`config.mk`:
```
export PLATFORM = sky130hd
export DESIGN_NAME = alk_mdseq
export DESIGN_NICKNAME = d
export VERILOG_FILES = /design/src/rtl/alk_pkg.sv /design/src/rtl/alk_mdcode.sv /design/src/rtl/alk_mdseq.sv
export SDC_FILE = /design/constraint.sdc
export NUM_CORES = 1
export LEC_CHECK = 0
export ABC_CLOCK_PERIOD_IN_PS = 6000
export CORE_UTILIZATION = 53
export DETAILED_ROUTE_END_ITERATION = 8
export GPL_TIMING_DRIVEN = 0
export PLACE_DENSITY_LB_ADDON = 0.25
export SYNTH_ARGS = -nofsm -noshare
export SYNTH_HDL_FRONTEND = slang
export SYNTH_SLANG_ARGS = --single-unit
```
`constraint.sdc`:
```
create_clock -name clk_h -period 6 [get_ports clk_h]
set_input_delay 1.2 -clock clk_h [delete_from_list [all_inputs] [get_ports clk_h]]
set_output_delay 1.2 -clock clk_h [all_outputs]
set_load 0.01 [all_outputs]
```
`src/rtl/alk_pkg.sv`:
```
// Shared definitions for the ALK multiply/divide loop sequencer: ALPCTL micro-op
// codes, operation encoding and sequencer state encoding.
package alk_pkg;

  typedef enum logic [1:0] {
    ALK_OP_MUL  = 2'd0,
    ALK_OP_DIV  = 2'd1,
    ALK_OP_DIVD = 2'd2,
    ALK_OP_REM  = 2'd3
  } alk_mdop_t;

  typedef logic [2:0] alk_mdseq_state_t;

  localparam alk_mdseq_state_t ST_IDLE  = 3'd0;
  localparam alk_mdseq_state_t ST_FIRST = 3'd1;
  localparam alk_mdseq_state_t ST_LOOP  = 3'd2;
  localparam alk_mdseq_state_t ST_LAST  = 3'd3;
  localparam alk_mdseq_state_t ST_FIX   = 3'd4;
  localparam alk_mdseq_state_t ST_DONE  = 3'd5;

  // The P and N variants of each code differ only in bit 4.
  localparam logic [9:0] UC_ALPCTL_MULFASTP = 10'h269;
  localparam logic [9:0] UC_ALPCTL_MULFASTN = 10'h279;
  localparam logic [9:0] UC_ALPCTL_MULSLOWP = 10'h26B;
  localparam logic [9:0] UC_ALPCTL_MULSLOWN = 10'h27B;
  localparam logic [9:0] UC_ALPCTL_DIVFASTP = 10'h26C;
  localparam logic [9:0] UC_ALPCTL_DIVFASTN = 10'h27C;
  localparam logic [9:0] UC_ALPCTL_DIVSLOWP = 10'h26E;
  localparam logic [9:0] UC_ALPCTL_DIVSLOWN = 10'h27E;
  localparam logic [9:0] UC_ALPCTL_DIVDA    = 10'h26F;
  localparam logic [9:0] UC_ALPCTL_DIVDS    = 10'h27F;
  localparam logic [9:0] UC_ALPCTL_REM      = 10'h26A;

endpackage

```
`src/rtl/alk_mdcode.sv`:
```
// Combinational ALPCTL code and loop-flag selection for a given sequencer
// state, operation and registered sign.
module alk_mdcode
  import alk_pkg::*;
#(
  parameter logic [9:0] NOP_CODE = 10'h000
) (
  input  alk_mdseq_state_t state_i,
  input  alk_mdop_t        op_i,
  input  logic             neg_i,
  output logic [9:0]       alpctl_o,
  output logic             loop_flag_o
);

  always_comb begin
    // NOTE: every output gets a default first so no path leaves it unassigned (no latch).
    alpctl_o    = NOP_CODE;
    loop_flag_o = 1'b0;
    case (state_i)
      ST_FIRST, ST_LAST: begin
        case (op_i)
          ALK_OP_MUL:  alpctl_o = neg_i ? UC_ALPCTL_MULSLOWN : UC_ALPCTL_MULSLOWP;
          ALK_OP_DIVD: alpctl_o = neg_i ? UC_ALPCTL_DIVDS : UC_ALPCTL_DIVDA;
          default:     alpctl_o = neg_i ? UC_ALPCTL_DIVSLOWN : UC_ALPCTL_DIVSLOWP;
        endcase
      end
      ST_LOOP: begin
        case (op_i)
          ALK_OP_MUL: begin
            alpctl_o    = neg_i ? UC_ALPCTL_MULFASTN : UC_ALPCTL_MULFASTP;
            loop_flag_o = 1'b1;
          end
          // DIVD has no fast form; it keeps issuing the slow add/subtract step.
          ALK_OP_DIVD: alpctl_o = neg_i ? UC_ALPCTL_DIVDS : UC_ALPCTL_DIVDA;
          default: begin
            alpctl_o    = neg_i ? UC_ALPCTL_DIVFASTN : UC_ALPCTL_DIVFASTP;
            loop_flag_o = 1'b1;
          end
        endcase
      end
      ST_FIX:  alpctl_o = UC_ALPCTL_REM;
      default: alpctl_o = NOP_CODE;
    endcase
  end

endmodule

```
`src/rtl/alk_mdseq.sv`:
```
// Multiply/divide loop sequencer: issues one ALPCTL code per cycle for MUL, DIV,
// DIVD and REM, choosing P/N variants from datapath sign feedback.
module alk_mdseq
  import alk_pkg::*;
#(
  parameter int         CNT_W    = 6,
  parameter logic [9:0] NOP_CODE = 10'h000
) (
  input  logic             clk_h,
  input  logic             reset_h,
  input  logic             start_h,
  input  logic [1:0]       op_h,
  input  logic [CNT_W-1:0] cnt_h,
  input  logic             sel_neg_h,
  input  logic             hold_h,
  input  logic             kill_h,
  output logic [9:0]       alpctl_h,
  output logic             loop_flag_h,
  output logic             busy_h,
  output logic             done_h
);

  alk_mdseq_state_t state_q, state_d;
  logic [CNT_W-1:0] cnt_q, cnt_d, cnt_dec;
  alk_mdop_t        op_q, op_d;
  logic             neg_q, neg_d;
  logic [9:0]       alpctl_q, alpctl_d, code_alpctl;
  logic             loop_flag_q, loop_flag_d, code_loop;
  logic             busy_q, busy_d;
  logic             done_q, done_d;

  // Saturating decrement: an exhausted count stays at zero.
  assign cnt_dec = (cnt_q != '0) ? cnt_q - 1'b1 : cnt_q;

  always_comb begin
    state_d = state_q;
    cnt_d   = cnt_q;
    op_d    = op_q;
    neg_d   = neg_q;
    case (state_q)
      ST_IDLE, ST_DONE: begin
        state_d = ST_IDLE;
        if (start_h) begin
          op_d  = alk_mdop_t'(op_h);
          cnt_d = cnt_h;
          neg_d = sel_neg_h;
          if (cnt_h == '0)               state_d = ST_DONE;
          else if (cnt_h == CNT_W'(1))   state_d = ST_LAST;
          else                           state_d = ST_FIRST;
        end
      end
      ST_FIRST: begin
        cnt_d   = cnt_dec;
        neg_d   = sel_neg_h;
        state_d = (cnt_q > CNT_W'(2)) ? ST_LOOP : ST_LAST;
      end
      ST_LOOP: begin
        cnt_d   = cnt_dec;
        neg_d   = sel_neg_h;
        state_d = (cnt_dec == CNT_W'(1)) ? ST_LAST : ST_LOOP;
      end
      ST_LAST: begin
        cnt_d = cnt_dec;
        neg_d = sel_neg_h;
        if (op_q == ALK_OP_REM || (op_q == ALK_OP_DIV && sel_neg_h)) state_d = ST_FIX;
        else                                                          state_d = ST_DONE;
      end
      ST_FIX: begin
        neg_d   = sel_neg_h;
        state_d = ST_DONE;
      end
      default: state_d = ST_IDLE;
    endcase

    if (hold_h) begin
      state_d = state_q;
      cnt_d   = cnt_q;
      op_d    = op_q;
      neg_d   = neg_q;
    end
    if (kill_h) begin
      state_d = ST_IDLE;
      cnt_d   = '0;
    end
  end

  // Codes are looked up for the state being entered so they appear registered
  // in the same cycle the FSM occupies that state.
  alk_mdcode #(.NOP_CODE(NOP_CODE)) u_code (
    .state_i     (state_d),
    .op_i        (op_d),
    .neg_i       (neg_d),
    .alpctl_o    (code_alpctl),
    .loop_flag_o (code_loop)
  );

  always_comb begin
    alpctl_d    = code_alpctl;
    loop_flag_d = code_loop;
    busy_d      = (state_d inside {ST_FIRST, ST_LOOP, ST_LAST, ST_FIX});
    done_d      = (state_d == ST_DONE);
    if (hold_h && !kill_h) begin
      alpctl_d    = alpctl_q;
      loop_flag_d = loop_flag_q;
      busy_d      = busy_q;
      done_d      = done_q;
    end
  end

  always_ff @(posedge clk_h) begin
    // NOTE: sequential state uses non-blocking assignments so all flops update together.
    if (reset_h) begin
      state_q     <= ST_IDLE;
      cnt_q       <= '0;
      op_q        <= ALK_OP_MUL;
      neg_q       <= 1'b0;
      alpctl_q    <= NOP_CODE;
      loop_flag_q <= 1'b0;
      busy_q      <= 1'b0;
      done_q      <= 1'b0;
    end else begin
      state_q     <= state_d;
      cnt_q       <= cnt_d;
      op_q        <= op_d;
      neg_q       <= neg_d;
      alpctl_q    <= alpctl_d;
      loop_flag_q <= loop_flag_d;
      busy_q      <= busy_d;
      done_q      <= done_d;
    end
  end

  assign alpctl_h    = alpctl_q;
  assign loop_flag_h = loop_flag_q;
  assign busy_h      = busy_q;
  assign done_h      = done_q;

endmodule
```
==> results.md <==
- Worst Skew: 0.00610 ns
- NumNets Final: 206
- Antenna cell count: 0
- CP endpoint kind: flop
- Ys async rst share: 0
- Vias/cell: 5.82
- Number of global-route vias before repair: 1129
- Detailed Route WL: 3030 um
- Commonest non-fill, non-tap cell in the layout: clkdlybuf4s50_1
- Routed wire length per instance: 13.9 um
- DRT antenna net count: 0
- Layout cells sized above 1: 0.0899
- RR Endpoint: alpctl_h[1]
- HPWL after DPL: 2310 um
- Post-synth EDFFs: 0
- Tightest Pin Transition: 0.810 ns
- Register-to-register path setup slack: 3.44 ns
- Synth area leaders: dfxtp_1 (32%), nor2_1 (6.7%), nand2_1 (5.1%), a21oi_1 (4.0%), mux2i_1 (4.0%)
- Outcome: completed
- Final setup viols: 0
- Synthesized instance count: 160
- Endpoints failing hold: 0
- Crit path required time: 6.24 ns
- Clock Root Buffer: clkbuf_4
- Critical-path maximum fanout: 5
- Slew HR: 0.460
- Area Overhead vs Synth: 25.4%
- Synth top area share: 0.323
- Final instance area: 1560 um2
- RePlAce Congestion: 0.884
- Fill cells: 177
- Clk slew on worst S/H paths: 0.12 ns
- Post-synth top area cell: dfxtp_1
- Hold Path Stages: 2
- CTS sink cnt: 20
- CTS tree: yes
- Hold Path End: alpctl_h[1]
- Worst vdd ir: 0.146 mV
- Largest net degree at the start of global routing: 12
- Worst r2r src: cnt_q[0]
- RSZ-0062 raised after global routing: no
- HP Class: flop to flop
- Yosys warning count: 0
- Synth unique cells: 46
- Starting density of the core: 0.561
- FMAX: 0.324 GHz
- Post-CTS Resized: 0
- Fin crit share: 0.514
- Number of DRC markers in iteration 0: 48
- Crit Path Category: input pin to flop
- Die Footprint: 2540 um2
- Most frequent cells in the layout: clkdlybuf4s50_1 (24), nor2_1 (22), dfxtp_1 (20), nand2_1 (17)
- CTS Buf Count: 3
- Hold buffers post-CTS: 0
- # DRC: 0
- MaxCap Viol Count: 0
- Die W: 50.4 um
- Global-route wire length before repair: 4860 um
- R2R cell count: 8
- Setup_tns: 0 ns
- Core area: 2210 um2
- PwrDens: 179 nW/um2
- Worst Setup Start Kind: input pin
- Fin. max-slew vios: 0
- Initial DRT Pass Iterations: 4
- # rows: 17
- Die H: 50.4 um
- Sequential fraction of the synthesis area: 0.323
- Hold_ws: 0.472 ns
- #FFs+latches synth: 20
- Placed Area: 1520 um2
- I/O pins: 27
- Initial antenna violation count: 0
- I/O Buffers: 24
- Synth Cell Area: 1240 um2
- Arr. time, crit path: 3.32 ns
- Worst-skew pair later-pin latency: 0.30 ns
- H-tree depth: 1
- Minimum clock period: 3.08 ns
- Total global-route track usage: 0.247
- Leakage power: 0.584 nW
- Prevailing post-synth register cell: dfxtp_1
- Overflow after GRT: 0
- Clk buf depth: 2
- Hold Path Origin: alpctl_h[1]
- Post-CTS Setup Bufs: 0
- Via count: 1262
- Synth Area per Inst: 7.75 um2
- Tot Pwr: 0.000278 W
==> cell type report <==
class,instances,area [um2],share of cell area
plain buffers,12,63.8,0.0410
inverters,5,18.8,0.0121
multi-input cells,124,761,0.489
well taps,28,35.0,0.0225
repair buffers,24,240,0.154
flip-flops and latches,20,400,0.257
clock buffers,4,36.3,0.0233
==> Yosys cell counts, types with 3 or more instances <==
cell type / n
nand2b_1: 5
nand2_1: 17
inv_1: 5
dfxtp_1: 20
o21ai_0: 10
clkbuf_1: 6
a211oi_1: 3
mux2i_1: 5
a21oi_1: 10
buf_4: 5
a22oi_1: 6
nor2_1: 22
==> layer usage <==
layer,GRT usage,wire length (um),vias to the layer above
li1,-,-,635
met1,0.339,1490,585
met2,0.400,1340,38
met3,0.0212,162,4
met4,0.0926,33,0
met5,0,0,-
==> metrics by stage <==
stage,std cells,setup slack (ns),utilization
6_report,217,2.92,0.703
4_1_cts,217,2.94,0.703
2_1_floorplan,161,3.46,-
3_5_place_dp,213,2.64,0.687
5_1_grt,217,2.84,0.703
3_3_place_gp,213,2.62,0.687
==> worst max-delay path by stage <==
stage,startpoint,end,slack [ns],depth (start not counted)
3_5_place_dp,hold_h,alpctl_h[1],2.64,6
2_1_floorplan,hold_h,alpctl_h[1],3.46,6
4_1_cts,hold_h,alpctl_h[1],2.94,6
5_1_grt,hold_h,alpctl_h[1],2.84,6
3_3_place_gp,hold_h,alpctl_h[1],2.62,6
6_report,hold_h,alpctl_h[1],2.92,6
==> state kept, by name, summed over array words and instances, names as in the netlist, named ones only <==
signal and cells:
state_q 3, loop_flag_h 1, alpctl_h 5, busy_h 1
cnt_q 5, done_h 1, op_q 2, neg_q 1
==> worst max-delay path, cell delays in order <==
cell and delay, ns:
clkdlybuf4s50_1 0.48, a211oi_1 0.45, o2111ai_1 0.31, a311oi_2 0.55
o32ai_1 0.17, a21oi_1 0.16
==> logic make-up after synthesis <==
group | after synthesis | share of synthesized area
XOR/XNOR | 1 | 0.00706
buffers and inverters | 17 | 0.0666
AND/OR/NAND/NOR | 66 | 0.272
adder cells (fa/ha/maj) | 2 | 0.0202
other | 1 | 0.00302
multiplexers | 5 | 0.0404
AO/OA/AOI/OAI | 48 | 0.267
flip-flops | 20 | 0.323
==> where the power goes <==
part / switching (W) / internal (W) / total, W
logic: 0.0000294 / 0.0000297 / 0.0000591
clock network: 0.0000410 / 0.0000370 / 0.0000779
registers: 0.00000436 / 0.000137 / 0.000141
total: 0.0000748 / 0.000204 / 0.000278
No activity file was read; power rests on OpenSTA's default activity.
